[src/rtl/dma_copy_engine_pkg.sv]
// Shared DMA constants: register select codes, CTRL bit positions, MMIO map
// and the FSM state type.
package dma_copy_engine_pkg;

    localparam logic [1:0] REG_SRC  = 2'd0;
    localparam logic [1:0] REG_DST  = 2'd1;
    localparam logic [1:0] REG_LEN  = 2'd2;
    localparam logic [1:0] REG_CTRL = 2'd3;

    localparam int CTRL_START     = 0;
    localparam int CTRL_SRC_FIXED = 1;
    localparam int CTRL_DST_FIXED = 2;
    localparam int CTRL_ABORT     = 3;

    localparam logic [15:0] DMA_SRC_ADDR     = 16'hFF20;
    localparam logic [15:0] DMA_DST_ADDR     = 16'hFF22;
    localparam logic [15:0] DMA_LEN_ADDR     = 16'hFF24;
    localparam logic [15:0] DMA_CONTROL_ADDR = 16'hFF26;

    typedef enum logic [1:0] {
        ST_IDLE,
        ST_RD,
        ST_WR,
        ST_FINISH
    } dma_state_e;

endpackage

[src/rtl/dma_copy_engine.sv]
// Bus-master block copy of 16-bit words, one read then one write per word,
// configured through SRC/DST/LEN/CTRL registers.
//
// state  | meaning
// IDLE   | waiting for START; SRC/DST/LEN/CTRL writable
// RD     | read request at src counter outstanding
// WR     | write request at dst counter outstanding
// FINISH | transfer over; done pulse issued on leaving
module dma_copy_engine
    import dma_copy_engine_pkg::*;
#(
    parameter logic [15:0] ADDR_STEP = 16'd2
) (
    input  logic        clk,
    input  logic        rst,
    input  logic        en_i,
    input  logic        reg_wr_en_i,
    input  logic [1:0]  reg_sel_i,
    input  logic [15:0] reg_data_i,
    output logic        dma_status_o,
    output logic        done_pulse_o,
    output logic        aborted_o,
    output logic [15:0] remaining_o,
    output logic        bus_req_o,
    output logic        bus_we_o,
    output logic [15:0] bus_addr_o,
    output logic [15:0] bus_wdata_o,
    input  logic [15:0] bus_rdata_i,
    input  logic        bus_ack_i
);

    dma_state_e  state_q;
    logic [15:0] src_reg_q, dst_reg_q, len_q;
    logic        src_fixed_q, dst_fixed_q;
    logic [15:0] src_q, dst_q, remaining_q;
    logic        abort_pend_q, zero_len_q;
    logic        busy_q, done_q, aborted_q;
    logic        bus_req_q, bus_we_q;
    logic [15:0] bus_addr_q, bus_wdata_q;

    logic        ctrl_wr, start_req, abort_req, abort_now;
    logic [15:0] src_d, dst_d, remaining_d;

    always_comb begin
        ctrl_wr     = reg_wr_en_i && (reg_sel_i == REG_CTRL);
        start_req   = ctrl_wr && reg_data_i[CTRL_START];
        abort_req   = ctrl_wr && reg_data_i[CTRL_ABORT];
        abort_now   = abort_pend_q || abort_req;
        remaining_d = remaining_q - 16'd1;
        src_d       = src_fixed_q ? src_q : src_q + ADDR_STEP;
        dst_d       = dst_fixed_q ? dst_q : dst_q + ADDR_STEP;
    end

    always_ff @(posedge clk) begin
        if (rst) begin
            state_q      <= ST_IDLE;
            src_reg_q    <= '0;
            dst_reg_q    <= '0;
            len_q        <= '0;
            src_fixed_q  <= 1'b0;
            dst_fixed_q  <= 1'b0;
            src_q        <= '0;
            dst_q        <= '0;
            remaining_q  <= '0;
            abort_pend_q <= 1'b0;
            zero_len_q   <= 1'b0;
            busy_q       <= 1'b0;
            done_q       <= 1'b0;
            aborted_q    <= 1'b0;
            bus_req_q    <= 1'b0;
            bus_we_q     <= 1'b0;
            bus_addr_q   <= '0;
            bus_wdata_q  <= '0;
        end else if (en_i) begin
            done_q <= 1'b0;
            unique case (state_q)
                ST_IDLE: begin
                    // A zero-length START spends one decision cycle here so
                    // its done pulse lands two cycles after the START edge.
                    if (zero_len_q) begin
                        zero_len_q <= 1'b0;
                        state_q    <= ST_FINISH;
                    end else begin
                        if (reg_wr_en_i) begin
                            unique case (reg_sel_i)
                                REG_SRC:  src_reg_q <= reg_data_i;
                                REG_DST:  dst_reg_q <= reg_data_i;
                                REG_LEN:  len_q     <= reg_data_i;
                                REG_CTRL: begin
                                    src_fixed_q <= reg_data_i[CTRL_SRC_FIXED];
                                    dst_fixed_q <= reg_data_i[CTRL_DST_FIXED];
                                end
                            endcase
                        end
                        if (start_req) begin
                            aborted_q    <= 1'b0;
                            abort_pend_q <= 1'b0;
                            src_q        <= src_reg_q;
                            dst_q        <= dst_reg_q;
                            remaining_q  <= len_q;
                            if (len_q != 16'd0) begin
                                state_q    <= ST_RD;
                                busy_q     <= 1'b1;
                                bus_req_q  <= 1'b1;
                                bus_we_q   <= 1'b0;
                                bus_addr_q <= src_reg_q;
                            end else begin
                                zero_len_q <= 1'b1;
                            end
                        end
                    end
                end
                ST_RD: begin
                    if (abort_req) abort_pend_q <= 1'b1;
                    if (bus_ack_i) begin
                        bus_wdata_q <= bus_rdata_i;
                        bus_we_q    <= 1'b1;
                        bus_addr_q  <= dst_q;
                        state_q     <= ST_WR;
                    end
                end
                ST_WR: begin
                    if (bus_ack_i) begin
                        remaining_q <= remaining_d;
                        src_q       <= src_d;
                        dst_q       <= dst_d;
                        bus_we_q    <= 1'b0;
                        if ((remaining_d == 16'd0) || abort_now) begin
                            state_q      <= ST_FINISH;
                            busy_q       <= 1'b0;
                            bus_req_q    <= 1'b0;
                            aborted_q    <= abort_now;
                            abort_pend_q <= 1'b0;
                        end else begin
                            state_q    <= ST_RD;
                            bus_addr_q <= src_d;
                        end
                    end else if (abort_req) begin
                        abort_pend_q <= 1'b1;
                    end
                end
                ST_FINISH: begin
                    done_q  <= 1'b1;
                    state_q <= ST_IDLE;
                end
            endcase
        end
    end

    assign dma_status_o = busy_q;
    assign done_pulse_o = done_q && en_i;
    assign aborted_o    = aborted_q;
    assign remaining_o  = remaining_q;
    assign bus_req_o    = bus_req_q;
    assign bus_we_o     = bus_we_q;
    assign bus_addr_o   = bus_addr_q;
    assign bus_wdata_o  = bus_wdata_q;

endmodule

[config.mk]
export PLATFORM = sky130hd
export DESIGN_NAME = dma_copy_engine
export DESIGN_NICKNAME = d
export VERILOG_FILES = /design/src/rtl/dma_copy_engine_pkg.sv /design/src/rtl/dma_copy_engine.sv
export SDC_FILE = /design/constraint.sdc
export NUM_CORES = 1
export LEC_CHECK = 0
export BUFFER_PORTS_ARGS = -buffer_cell sky130_fd_sc_hd__buf_2
export CAP_MARGIN = 25
export CORE_MARGIN = 1.5
export CORE_UTILIZATION = 50
export CTS_CLUSTER_SIZE = 16
export DETAILED_ROUTE_END_ITERATION = 6
export PLACE_DENSITY = 0.7
export SLEW_MARGIN = 20
export SYNTH_ARGS = -nofsm -noshare
export SYNTH_HDL_FRONTEND = slang
export SYNTH_SLANG_ARGS = --single-unit
[constraint.sdc]
create_clock -name clk -period 3.17 [get_ports clk]
set_input_delay 0.317 -clock clk [delete_from_list [all_inputs] [get_ports clk]]
set_output_delay 0.317 -clock clk [all_outputs]
set_load 0.005 [all_outputs]
==> impl_metrics.yaml, run 1 <==
clock_tree:
  tritoncts_num_sinks: 138
  tritoncts_clock_tree: "built"
  cts_hold_repair.buffers: 0
  post_cts_resized: 0
  clock_tree_root: "clkbuf_16"
  cts_h_tree_depth: 4
  cts-buffers-inserted: 17
  post_cts_repair_timing_setup_buffer_count: 0
  ctsLongestPathBuffers: 2
  clk_latency_ns: 0.42
  clk_transition_reported_paths_ns: 0.06
grt:
  antenna_found_initial: 0
  grt_first_pass_wirelength_mm: 35.6
  gr-total-overflow: 0
  grt_pass1_vias: 6494
  grt_max_degree: 96
  grt_util_all_layers_pct: 28.0
sta:
  timing.clock.skew_ns: 0.00993
  max_slew.worst_pin.slew_ns: 1.05
  hold_violations: 0
  setup_total_negative_slack_ns: 0
  rsz0062_at_grt: "false"
  whs_ns: 0.130
  setup_viol: 0
  timing.fmax_mhz: 376
  slew_violations: 0
  layout_min_cycle_time_ns: 2.66
  min_period_over_period_pct: 84.0
  worst_slew_margin_rel_pct: 30.3
yosys:
  async_reset_ff_share_pct: 0
  area_share_of_the_leading_cell_type_in_the_synthesized_netlist_pct: 36.8
  yosys_most_used_dff: "dfxtp_1"
  yosysUniqueCellTypes: 72
  netlist_instances: 969
  syn_area_mm2: 0.00751
  seq_area_frac_synth_pct: 36.8
  synth_edf_count: 0
  synthesis.nets: 1017
  ys_seq_elements: 138
  syn_avg_cell_area_um2: 7.75
  ys.warnings.count: 0
  synthTopCellsByArea: "dfxtp_1, nand2_1, mux2i_1"
  synth.largest_area_cell: "dfxtp_1"
  post_synth_most_frequent_cells: "dfxtp_1, nand2_1, nor2_1"
  synthMostInstantiatedCell: "dfxtp_1"
placement:
  port_buffers: 91
  gpl.final_weighted_congestion: 0.948
  dpl.hpwl_mm: 15.2
detailed_routing:
  wl_met1_mm: 10.3
  first_iter_violations: 958
  avgViaCountPerCell: 6.17
  vias: 7529
  drc: 0
  drt.antenna.violating_nets: 0
  highest-signal-layer: "met4"
  avgRoutedWirePerCell_um: 18.2
  route.met3.wl_mm: 1.79
  detailroute.wirelength.met2_mm: 9.78
  routed_wl_mm: 22.2
  drt-pass1-iter-count: 5
critical_path:
  path_max_fanout: 29
  setup.worst_path.start_class: "flop"
  timing.critical_path.arrival_ns: 2.96
  critical_path_class: "reg2reg"
  worst_ep_required_time_ns: 3.47
  critical_path.endpoint_type: "flop"
floorplanning:
  initial_util_pct: 51.5
  total_core_area_mm2: 0.0146
  floorplan.die.width_um: 126
  total_die_area_mm2: 0.0158
  io_pins: 92
  die_y_um: 126
  rows: 44
power:
  power.leakage_nw: 3.08
  p_per_area_mw_per_mm2: 490
  total_power_mw: 4.22
  ir_drop_mv: 0.394
layout:
  antenna-diode-count: 0
  layout.nets: 1071
  areaGrowthSynthToFinish_pct: 14.7
  layout_cell_share_with_drive_strength_beyond_1_pct: 15.4
run:
  maxCapViolations: 0
status:
  outcome: "complete, no violations"
min_path:
  min-delay-path-class: "in2reg"
-- placed cells by master, fill, tap and decap left out, types with 13 or more instances in the layout --
cell type	count
buf_2	90
a211oi_1	23
nand4_1	28
a32oi_1	13
clkbuf_16	17
nor4_1	13
mux2i_1	41
dfxtp_1	138
nand3_1	43
a21oi_1	71
nor3_1	25
o21ai_0	46
or3_1	13
nor2_1	92
buf_4	21
nand2_1	136
inv_1	26
-- state kept, by name, indices dropped and copies added, names as in the netlist, 2 cells and up --
| name | count |
|---|---|
| src_q | 16 |
| dst_reg_q | 16 |
| bus_wdata_o | 16 |
| remaining_o | 16 |
| len_q | 16 |
| bus_addr_o | 16 |
| state_q | 2 |
| dst_q | 16 |
| src_reg_q | 16 |
-- routing by layer --
layer	global-route usage, %	up-vias
li1	-	3631
met1	42.1	3518
met4	7.09	0
met5	0	-
met2	41.3	350
met3	5.13	30
-- critical path: stages, from the launching register on --
cell	delay (ns)
dfxtp_1	0.42
inv_1	0.13
ha_1	0.91
o21ai_0	0.32
a211oi_1	0.41
nor3_1	0.09
a32oi_1	0.17
nand3_1	0.09
-- cell type report --
class / instances / area (um^2)
inverter: 27 / 101
timing repair buffer: 112 / 623
sequential: 138 / 2760
clock inverter: 12 / 119
tap: 184 / 230
clock buffer: 20 / 447
multi-input combinational: 727 / 4330
fill: 1362 / 5970
-- cells by family after synthesis --
group / after synthesis / synth area share [%]
muxes: 43 / 5.76
DFF: 138 / 36.8
AOI/OAI and AO/OA: 239 / 20.7
xor gates and xnor gates: 14 / 1.63
and+or+nand+nor: 422 / 27.8
buffers and inverters: 104 / 5.81
adders and majority gates: 9 / 1.50
-- power by group --
part / leakage, nW / switching, mW / internal (mW) / total (mW)
sequential: 1.11 / 0.0530 / 1.77 / 1.83
combinational: 1.70 / 0.322 / 0.171 / 0.493
clock: 0.267 / 0.791 / 1.11 / 1.90
-- path summary, 6_finish.rpt --
| path | start | end | slack, ns | depth (start not counted) |
|---|---|---|---|---|
| setup reg to reg | state_q[1]$_SDFFE_PP0P_ | bus_addr_o[8]$_SDFFE_PP0P_ | 0.51 | 7 |
| hold / removal | bus_rdata_i[1] | bus_wdata_o[1]$_SDFFE_PP0P_ | 0.13 | 3 |
| setup / recovery | state_q[1]$_SDFFE_PP0P_ | bus_addr_o[8]$_SDFFE_PP0P_ | 0.51 | 7 |
| hold reg to reg | bus_wdata_o[6]$_SDFFE_PP0P_ | bus_wdata_o[6]$_SDFFE_PP0P_ | 0.45 | 2 |
-- per-stage QoR --
step / cells / cell area, um^2 / util (%) / worst slack, ns
2_1_floorplan: 969 / 7510 / - / 0.768
3_3_place_gp: 1187 / 8030 / 55.1 / 0.616
3_5_place_dp: 1187 / 8030 / 55.1 / 0.569
4_1_cts: 1219 / 8600 / 58.9 / 0.550
5_1_grt: 1220 / 8610 / 59.0 / 0.295
6_report: 1220 / 8610 / 59.0 / 0.509
Note: power is estimated with default switching activity, not from simulation.
==> run 2: changes to the inputs <==
- ABC_AREA: unset -> 1
- PLACE_DENSITY: 0.7 -> 0.73
- clock period: 3.17 -> 2.3 ns (I/O delays scaled with it)
==> run 2 against run 1 <==
First-iteration DRC count fell by 36%. Sequential cell count did not move. Clock skew fell by 0.0048 ns. Register-to-register slack got worse by 0.33 ns. Die area fell by 8.0%. Critical endpoint is now bus_addr_o[1]$_SDFFE_PP0P_.
==> impl_metrics.yaml, run 2 <==
sta:
  setup_viol: 0
  max_slew.worst_pin.slew_ns: 0.531
  layout_min_cycle_time_ns: 2.12
  setup_total_negative_slack_ns: 0
  whs_ns: 0.0790
  worst_slew_margin_rel_pct: 64.6
  slew_violations: 0
  timing.fmax_mhz: 472
  timing.clock.skew_ns: 0.00510
  rsz0062_at_grt: "false"
  hold_violations: 0
  postLayoutSetupSlackWorst_ns: 0.183
  min_period_over_period_pct: 92.0
power:
  p_clk_share_pct: 41.0
  p_per_area_mw_per_mm2: 797
  p_sw_mw: 1.95
  power.leakage_nw: 3.45
  power.sequential.fraction_pct: 39.7
  power.combinational.fraction_pct: 19.3
  intPower_mw: 4.63
  total_power_mw: 6.58
  p_sw_share_pct: 29.7
  ir_drop_mv: 0.507
clock_tree:
  clk_latency_ns: 0.43
  clk_transition_reported_paths_ns: 0.06
  tritoncts_clock_tree: "built"
  ctsLongestPathBuffers: 2
  tritoncts_num_sinks: 138
  cts-buffers-inserted: 17
  cts_h_tree_depth: 4
  clock_tree_root: "clkbuf_16"
detailed_routing:
  first_iter_violations: 617
  routed_wl_mm: 19.4
  drc: 0
  avgViaCountPerCell: 5.41
  vias: 6963
  avgRoutedWirePerCell_um: 15.1
  drt-pass1-iter-count: 7
  drt.antenna.violating_nets: 0
layout:
  layout_cell_share_with_drive_strength_beyond_1_pct: 18.2
  fillers: 1259
  final_common_cell: "nand2_1"
  final_util_pct: 61.9
  most-common-layout-cells: "nand2_1, dfxtp_1, nor2_1"
  antenna-diode-count: 0
  post-route-cell-area_mm2: 0.00826
  total_area_of_multi_input_combinational_cells_mm2: 0.00359
  final_cells: 1286
  seqCellArea_mm2: 0.00277
  layout.nets: 1145
  areaGrowthSynthToFinish_pct: 19.8
floorplanning:
  initial_util_pct: 51.6
  io_pins: 92
  total_die_area_mm2: 0.0145
  rows: 42
  total_core_area_mm2: 0.0133
  die_y_um: 120
  floorplan.die.width_um: 120
critical_path:
  timing.critical_path.arrival_ns: 2.48
  path_max_fanout: 16
  critical_path.endpoint_type: "flop"
  critical_path_class: "reg2reg"
  reg2reg_setup_slack_ns: 0.18
  worst_ep_required_time_ns: 2.66
  setup.worst_path.start_class: "flop"
yosys:
  area_share_of_the_leading_cell_type_in_the_synthesized_netlist_pct: 40.1
  netlist_instances: 1003
  synth.largest_area_cell: "dfxtp_1"
  synthTopCellsByArea: "dfxtp_1, nand2_1, o21ai_0"
  seq_area_frac_synth_pct: 40.1
  synth_edf_count: 0
  ys_seq_elements: 138
  yosysUniqueCellTypes: 40
  post_synth_most_frequent_cells: "nand2_1, dfxtp_1, nor2_1"
  async_reset_ff_share_pct: 0
  synthMostInstantiatedCell: "nand2_1"
  syn_area_mm2: 0.00689
  synthesis.nets: 1051
  yosys_most_used_dff: "dfxtp_1"
  ys.warnings.count: 0
  syn_avg_cell_area_um2: 6.87
grt:
  grt_pass1_vias: 6325
  antenna_found_initial: 0
  gr-total-overflow: 0
  grt_first_pass_wirelength_mm: 31.7
  grt_util_all_layers_pct: 27.9
  grt_max_degree: 66
min_path:
  min-delay-path-class: "in2reg"
placement:
  placed_cell_area_mm2: 0.00759
  dpl.hpwl_mm: 14.0
  worst_slack_after_detailed_placement_ns: 0.148
  port_buffers: 91
  placed_cells_incl_taps: 1251
  gpl.final_weighted_congestion: 0.898
status:
  outcome: "complete, no violations"
run:
  maxCapViolations: 0
==> run 2: cell count changes after synthesis, moves of 11 or more <==
cell and change:
inv_1 +70, o21ai_0 +67, nand2_1 +61, nor2_1 +42
mux2i_1 -41, a21oi_1 +32, a211oi_1 -22, nand4_1 -17
clkbuf_1 -16, nor3_1 -14, a32oi_1 -13, nor2_4 +13
or3_1 -13, nand2b_1 -11
==> run 2: path summary, 6_finish.rpt <==
path / cells after the start / start / end
worst max-delay path: 10 / state_q[0]$_SDFFE_PP0P_ / bus_addr_o[1]$_SDFFE_PP0P_
worst min-delay path: 3 / bus_rdata_i[0] / bus_wdata_o[0]$_SDFFE_PP0P_
worst max register to register: 10 / state_q[0]$_SDFFE_PP0P_ / bus_addr_o[1]$_SDFFE_PP0P_
worst min register to register: 2 / bus_wdata_o[11]$_SDFFE_PP0P_ / bus_wdata_o[11]$_SDFFE_PP0P_
==> run 2: what timing repair did <==
action                     4_1_cts  5_1_grt
hold buffers                     0        0
setup endpoints to repair        0       28
buffers inserted                 0        3
resized for setup                0       19
==> run 2: critical path, stage by stage (launching register included) <==
cell,delay [ns]
dfxtp_1,0.33
inv_1,0.12
ha_1,0.18
buf_4,0.24
inv_1,0.24
buf_4,0.26
nor3_1,0.28
o22ai_1,0.12
nand3_1,0.10
nand2_1,0.06
nor2_1,0.10
==> run 2: metal layers <==
metal,wire length (um),part of all wire (%),vias to the layer above,track usage [%]
met3,1620,8.4,31,7.26
met2,8230,42,294,40.4
met1,9080,47,3148,39.7
met5,0,0,-,0
li1,-,-,3490,-
met4,476,2.5,0,10.8
==> run 2: kinds of logic after synthesis <==
group | count (synthesis) | synth area share (%)
and+or+nand+nor | 435 | 27.7
AOI/OAI and AO/OA | 262 | 20.6
buffers and inverters | 149 | 8.71
DFF | 138 | 40.1
xor gates and xnor gates | 10 | 1.27
adders and majority gates | 9 | 1.63
==> run 2: final cells by class <==
type | instances | share of cell area, %
clock buffers | 22 | 5.62
clock inverters | 10 | 1.42
inverters | 100 | 4.62
multi-input cells | 716 | 43.5
flip-flops and latches | 138 | 33.5
well taps | 176 | 2.67
repair buffers | 124 | 8.71
==> run 2: power by group through the flow <==
stage                     logic, mW  registers, mW  clock network [mW]
final                          1.27           2.61                2.70
after global routing           1.44           2.62                2.83
after CTS                      1.24           2.61                2.72
after detailed placement       1.23           2.66                   0
after global placement         1.22           2.66                   0
after floorplan               0.860           2.64                   0
